## config.mk

```make
export PLATFORM = sky130hd
export DESIGN_NAME = munoc_axi_apb_bridge
export DESIGN_NICKNAME = d
export VERILOG_FILES = /design/src/rtl/munoc_axi_apb_bridge.sv
export SDC_FILE = /design/constraint.sdc
export NUM_CORES = 1
export LEC_CHECK = 0
export BUFFER_PORTS_ARGS = -buffer_cell sky130_fd_sc_hd__buf_2
export CAP_MARGIN = 40
export CORE_MARGIN = 2
export CORE_UTILIZATION = 40
export DETAILED_ROUTE_END_ITERATION = 6
export GPL_TIMING_DRIVEN = 0
export PLACE_DENSITY = 0.67
export SYNTH_ARGS = -nofsm -noshare
export SYNTH_HDL_FRONTEND = slang
export SYNTH_SLANG_ARGS = --single-unit
```

## constraint.sdc

```tcl
create_clock -name clk -period 4.2 [get_ports clk]
set_input_delay 1.05 -clock clk [delete_from_list [all_inputs] [get_ports clk]]
set_output_delay 1.05 -clock clk [all_outputs]
set_load 0.03 [all_outputs]
```

## src/rtl/munoc_axi_apb_bridge.sv

```systemverilog
// munoc_axi_apb_bridge: AXI4 slave port to APB master.
// Every AXI beat becomes one APB transfer. Only one transaction is in flight.
// The B and R responses come back on the NI response channels.
module munoc_axi_apb_bridge #(
    parameter int BW_ADDR    = 32,
    parameter int BW_DATA    = 32,
    parameter int BW_AXI_TID = 4
) (
    input  logic                    clk,
    input  logic                    rst,
    // AXI write address
    input  logic [BW_AXI_TID-1:0]   sxawid,
    input  logic [BW_ADDR-1:0]      sxawaddr,
    input  logic [7:0]              sxawlen,
    input  logic [2:0]              sxawsize,
    input  logic [1:0]              sxawburst,
    input  logic                    sxawvalid,
    output logic                    sxawready,
    // AXI write data
    input  logic [BW_DATA-1:0]      sxwdata,
    input  logic [BW_DATA/8-1:0]    sxwstrb,
    input  logic                    sxwlast,
    input  logic                    sxwvalid,
    output logic                    sxwready,
    // AXI write response
    output logic [BW_AXI_TID-1:0]   sxbid,
    output logic [1:0]              sxbresp,
    output logic                    sxbvalid,
    input  logic                    sxbready,
    // AXI read address
    input  logic [BW_AXI_TID-1:0]   sxarid,
    input  logic [BW_ADDR-1:0]      sxaraddr,
    input  logic [7:0]              sxarlen,
    input  logic [2:0]              sxarsize,
    input  logic [1:0]              sxarburst,
    input  logic                    sxarvalid,
    output logic                    sxarready,
    // AXI read data
    output logic [BW_AXI_TID-1:0]   sxrid,
    output logic [BW_DATA-1:0]      sxrdata,
    output logic [1:0]              sxrresp,
    output logic                    sxrlast,
    output logic                    sxrvalid,
    input  logic                    sxrready,
    // APB master
    output logic                    psel,
    output logic                    penable,
    output logic                    pwrite,
    output logic [BW_ADDR-1:0]      paddr,
    output logic [BW_DATA-1:0]      pwdata,
    output logic [BW_DATA/8-1:0]    pstrb,
    input  logic [BW_DATA-1:0]      prdata,
    input  logic                    pready,
    input  logic                    pslverr
);

    localparam int STRB_W = BW_DATA / 8;

    typedef enum logic [2:0] {IDLE, WDATA, SETUP, ACCESS, RDATA, BRESP} state_t;

    state_t                  state_reg;
    logic [BW_AXI_TID-1:0]   id_reg;
    logic [BW_ADDR-1:0]      addr_reg;
    logic [7:0]              len_reg;
    logic [2:0]              size_reg;
    logic [1:0]              burst_reg;
    logic [7:0]              cnt_reg;
    logic                    err_reg;
    logic                    write_reg;
    logic                    prio_wr_reg;
    logic [BW_DATA-1:0]      wdata_reg;
    logic [STRB_W-1:0]       strb_reg;
    logic [BW_DATA-1:0]      rdata_reg;

    logic                    wr_gnt;
    logic                    rd_gnt;
    logic                    last_beat;
    logic [BW_ADDR-1:0]      incr_addr;
    logic [BW_ADDR-1:0]      wrap_mask;
    logic [BW_ADDR-1:0]      addr_next;

    // sxwlast is ignored: the beat counter decides the final write beat
    logic unused_ok;
    assign unused_ok = &{1'b0, sxwlast};

    // Grant depends on state and valids only; ties alternate, write first after reset
    assign wr_gnt = (state_reg == IDLE) && sxawvalid && (!sxarvalid || prio_wr_reg);
    assign rd_gnt = (state_reg == IDLE) && sxarvalid && (!sxawvalid || !prio_wr_reg);

    assign last_beat = (cnt_reg == len_reg);
    assign incr_addr = addr_reg + (BW_ADDR'(1) << size_reg);
    assign wrap_mask = ((BW_ADDR'(len_reg) + BW_ADDR'(1)) << size_reg) - BW_ADDR'(1);

    // Next beat address; reserved burst type behaves like INCR
    always_comb begin
        addr_next = incr_addr;
        case (burst_reg)
            2'b00:   addr_next = addr_reg;
            2'b10:   addr_next = (addr_reg & ~wrap_mask) | (incr_addr & wrap_mask);
            default: addr_next = incr_addr;
        endcase
    end

    // Outputs are decoded from registered state and latched fields
    assign sxawready = wr_gnt;
    assign sxarready = rd_gnt;
    assign sxwready  = (state_reg == WDATA);
    assign sxbvalid  = (state_reg == BRESP);
    assign sxbid     = id_reg;
    assign sxbresp   = (state_reg == BRESP && err_reg) ? 2'b10 : 2'b00;
    assign sxrvalid  = (state_reg == RDATA);
    assign sxrid     = id_reg;
    assign sxrdata   = rdata_reg;
    assign sxrresp   = (state_reg == RDATA && err_reg) ? 2'b10 : 2'b00;
    assign sxrlast   = (state_reg == RDATA) && last_beat;
    assign psel      = (state_reg == SETUP) || (state_reg == ACCESS);
    assign penable   = (state_reg == ACCESS);
    assign pwrite    = write_reg;
    assign paddr     = addr_reg & ~BW_ADDR'(STRB_W - 1);
    assign pwdata    = wdata_reg;
    assign pstrb     = write_reg ? strb_reg : '0;

    // Bridge FSM: accept a request, run one APB transfer per beat, respond
    always_ff @(posedge clk) begin
        if (rst) begin
            state_reg   <= IDLE;
            id_reg      <= '0;
            addr_reg    <= '0;
            len_reg     <= '0;
            size_reg    <= '0;
            burst_reg   <= '0;
            cnt_reg     <= '0;
            err_reg     <= 1'b0;
            write_reg   <= 1'b0;
            prio_wr_reg <= 1'b1;
            wdata_reg   <= '0;
            strb_reg    <= '0;
            rdata_reg   <= '0;
        end else begin
            case (state_reg)
                IDLE: begin
                    if (wr_gnt) begin
                        id_reg    <= sxawid;
                        addr_reg  <= sxawaddr;
                        len_reg   <= sxawlen;
                        size_reg  <= sxawsize;
                        burst_reg <= sxawburst;
                        cnt_reg   <= '0;
                        err_reg   <= 1'b0;
                        write_reg <= 1'b1;
                        state_reg <= WDATA;
                        if (sxarvalid) prio_wr_reg <= 1'b0;
                    end else if (rd_gnt) begin
                        id_reg    <= sxarid;
                        addr_reg  <= sxaraddr;
                        len_reg   <= sxarlen;
                        size_reg  <= sxarsize;
                        burst_reg <= sxarburst;
                        cnt_reg   <= '0;
                        err_reg   <= 1'b0;
                        write_reg <= 1'b0;
                        state_reg <= SETUP;
                        if (sxawvalid) prio_wr_reg <= 1'b1;
                    end
                end
                WDATA: begin
                    if (sxwvalid) begin
                        wdata_reg <= sxwdata;
                        strb_reg  <= sxwstrb;
                        state_reg <= SETUP;
                    end
                end
                SETUP: state_reg <= ACCESS;
                ACCESS: begin
                    if (pready) begin
                        if (write_reg) begin
                            err_reg <= err_reg | pslverr;
                            if (last_beat) begin
                                state_reg <= BRESP;
                            end else begin
                                cnt_reg   <= cnt_reg + 8'd1;
                                addr_reg  <= addr_next;
                                state_reg <= WDATA;
                            end
                        end else begin
                            rdata_reg <= prdata;
                            err_reg   <= pslverr;
                            state_reg <= RDATA;
                        end
                    end
                end
                RDATA: begin
                    if (sxrready) begin
                        if (last_beat) begin
                            state_reg <= IDLE;
                        end else begin
                            cnt_reg   <= cnt_reg + 8'd1;
                            addr_reg  <= addr_next;
                            state_reg <= SETUP;
                        end
                    end
                end
                BRESP: begin
                    if (sxbready) state_reg <= IDLE;
                end
                default: state_reg <= IDLE;
            endcase
        end
    end

endmodule

```

==> metrics <==
mapped cell area 8292 um2; worst skew pair latency approximately 0.43 ns; crit path launch type flop; P per Cell Area about 720 nW/um2; logic gate share of total power roughly 58%; crit path time final between 3 and 4 ns; total number of vias ~9300; vias in the first global route between 8000 and 9000; Yosys cell types between 80 and 90; total clock sinks approximately 130; Peak Freq 255.9 MHz; post-route cell area between 10000 and 15000 um2; WP data arrival 4.19 ns; period utilization between 90% and 100%; Initial Util about two fifths; Final Skew around 0.010 ns; Filler Cell Count 2049; Hold Vio Cnt, Final 0; WL per Instance between 15 and 20 um; Clock Pin Slew Worst Setup and Hold Paths about 0.06 ns; Synth Instances 1162; multi-input logic area 4952 um2; pre-CTS WS -0.1449 ns; depth of the CTS H-tree 4; Async SR Flop Fraction 0%; Max Slew Vio Count 0; CP Max Fanout 10; Core Box Area roughly 20000 um2; crit end category flop; placed cell area about 10000 um2; Clk pwr share roughly a fifth; Setup Crit Path Kind reg2reg; switching pwr ~3800 uW; fin nets 1661; Slew headroom approximately two fifths; DIE AREA approximately 22000 um2; global-route wire length before repair about 48000 um; row cnt 52; final worst slack ~0.29 ns; status completed; syn_area_per_cell between 7 and 8 um2; Seq/Total Area, Yosys about a third; RSZ-0062 raised after global routing no; Port Buf Inserts 290; clk root buf clkbuf_16; initial antenna violation count 2; Post-synth EDFFs 0; vias per std cell around 5.3; CP required around 4.5 ns; Die Ht 148.0 um; Hold WC Path Type reg2reg; Synth warnings 0; FF+latch count, synth roughly 130; CTS tree built; initial DRC count between 700 and 800; GRT Resource Usage Total a little over a quarter; HPWL Detailed roughly 24000 um; CTS Hold Bufs 0; # DRC 0; MaxCap Viol Count 0; deepest clock path buffer count 2; Int Power roughly 3900 uW; DRT Pass-1 Iters 6; VDD IR max around 0.37 mV; largest net degree at the start of global routing 20; TritonCTS buffer count 17; Routed WL just over 30000 um; Final setup viols 0; dominant synthesized flop cell dfxtp_1; FF+latch area between 2000 and 3000 um2; Sw Ratio 49.28%; ratio of cells with drive above 1 in the final layout between 20% and 30%; Static Leak roughly 0.0048 uW; post-CTS setup buffers 0; gpl congestion about 0.94; worst-margin pin slew about 0.87 ns; Die Wd between 100 and 150 um; synthesis-to-layout area growth 29.11%; GRT overflow 0; I/O pin count 297; DRT antenna net count 0; Seq pwr share 23.1%
## stage by stage
| stage | power, uW | TNS, ns | utilization, % | std cells | hold WS [ns] |
|---|---|---|---|---|---|
| after global placement | 6164 | -0.2097 | 49.72 | 1725 | 0.4373 |
| after floorplan | 4945 | 0 | - | 1165 | 0.4317 |
| after CTS | 7684 | 0 | 52.63 | 1757 | 0.4513 |
| final | 7733 | 0 | 52.74 | 1757 | 0.4497 |
| after global routing | 8261 | 0 | 52.74 | 1757 | 0.4750 |
| after detailed placement | 6191 | -0.2343 | 49.77 | 1726 | 0.4432 |
## area by class of cell
| class | count | area share, % |
|---|---|---|
| plain buffers | 112 | 5.704 |
| clock buffers | 18 | 4.102 |
| well taps | 270 | 3.156 |
| multi-input cells | 885 | 46.26 |
| inverters | 34 | 1.227 |
| diodes | 2 | 0.04675 |
| repair buffers | 291 | 13.65 |
| flip-flops and latches | 131 | 24.51 |
| clock inverters | 14 | 1.344 |
## Yosys cell counts (21+ instances only)
library cell / n / area [um2]
a21oi_1: 147 / 735.7
nand3_1: 21 / 105.1
clkbuf_1: 60 / 225.2
inv_1: 31 / 116.4
dfxtp_1: 131 / 2623
buf_4: 40 / 300.3
nand2_1: 278 / 1044
nor3_1: 31 / 155.2
a311oi_1: 22 / 192.7
nor2_1: 80 / 300.3
o21ai_0: 38 / 190.2
xor2_1: 21 / 183.9
## cell usage in the layout (no fill, tap or decap), types with 14 or more instances in the layout
cell	netlist	routed
clkbuf_16	0	17
inv_1	31	31
dfxtp_1	131	130
a21oi_1	147	147
clkbuf_1	60	56
nand3_1	21	21
xor2_1	21	21
a311oi_1	22	22
nand2b_1	14	14
buf_4	40	40
o21ai_0	38	38
nor2_1	80	79
buf_2	5	295
nand2_1	278	278
nor3_1	31	30
## cell families after synthesis
kind of cell,Yosys count,synth area share (%)
compound gates,314,24.22
fa+ha+maj,13,2.052
simple gates,511,28.32
mux,12,1.464
xor+xnor,31,3.274
flops,131,31.63
other cells,1,0.04523
buf+inv,149,8.993
## final timing paths
check	startpoint	endpoint	slack [ns]	cells after the start
worst max-delay path	size_reg[0]	flop	0.29	15
worst min-delay path	pwdata[2]	pwdata[2]	0.45	2
worst max register to register	size_reg[0]	flop	0.29	15
worst min register to register	pwdata[2]	pwdata[2]	0.45	2
## critical path: stages (launching register included)
cell and delay (ns):
dfxtp_1 0.30, buf_2 0.19, clkbuf_2 0.27, clkbuf_2 0.28, nor2_1 0.12, ha_1 0.23, or4_1 0.59, or2_2 0.30
o311a_1 0.18, nor2b_1 0.16, clkbuf_1 0.23, nand4_1 0.20, nor3_1 0.10, xnor2_1 0.15, nor2_1 0.06, a2111oi_0 0.38
## power groups by stage
stage | combinational, uW | clock (uW) | sequential [uW]
2_1_floorplan | 3080 | 0 | 1870
3_3_place_gp | 4380 | 0 | 1780
3_5_place_dp | 4400 | 0 | 1790
4_1_cts | 4410 | 1510 | 1760
5_1_grt | 4880 | 1560 | 1820
6_report | 4450 | 1490 | 1790
## timing repair
| action | in CTS | in global routing |
|---|---|---|
| gates cloned | 0 | 0 |
| setup endpoints to repair | 3 | 13 |
| gates resized for setup | 2 | 11 |
## routing by layer
layer	global-route usage [%]	wire length, um	up-vias	share of wire (%)
li1	-	-	4664	-
met1	34.67	13450	4274	43
met2	47.25	14710	372	48
met3	6.821	2292	32	7.4
met4	6.524	503	0	1.6
met5	0	0	-	0
Power figures use the tool's default switching activity.
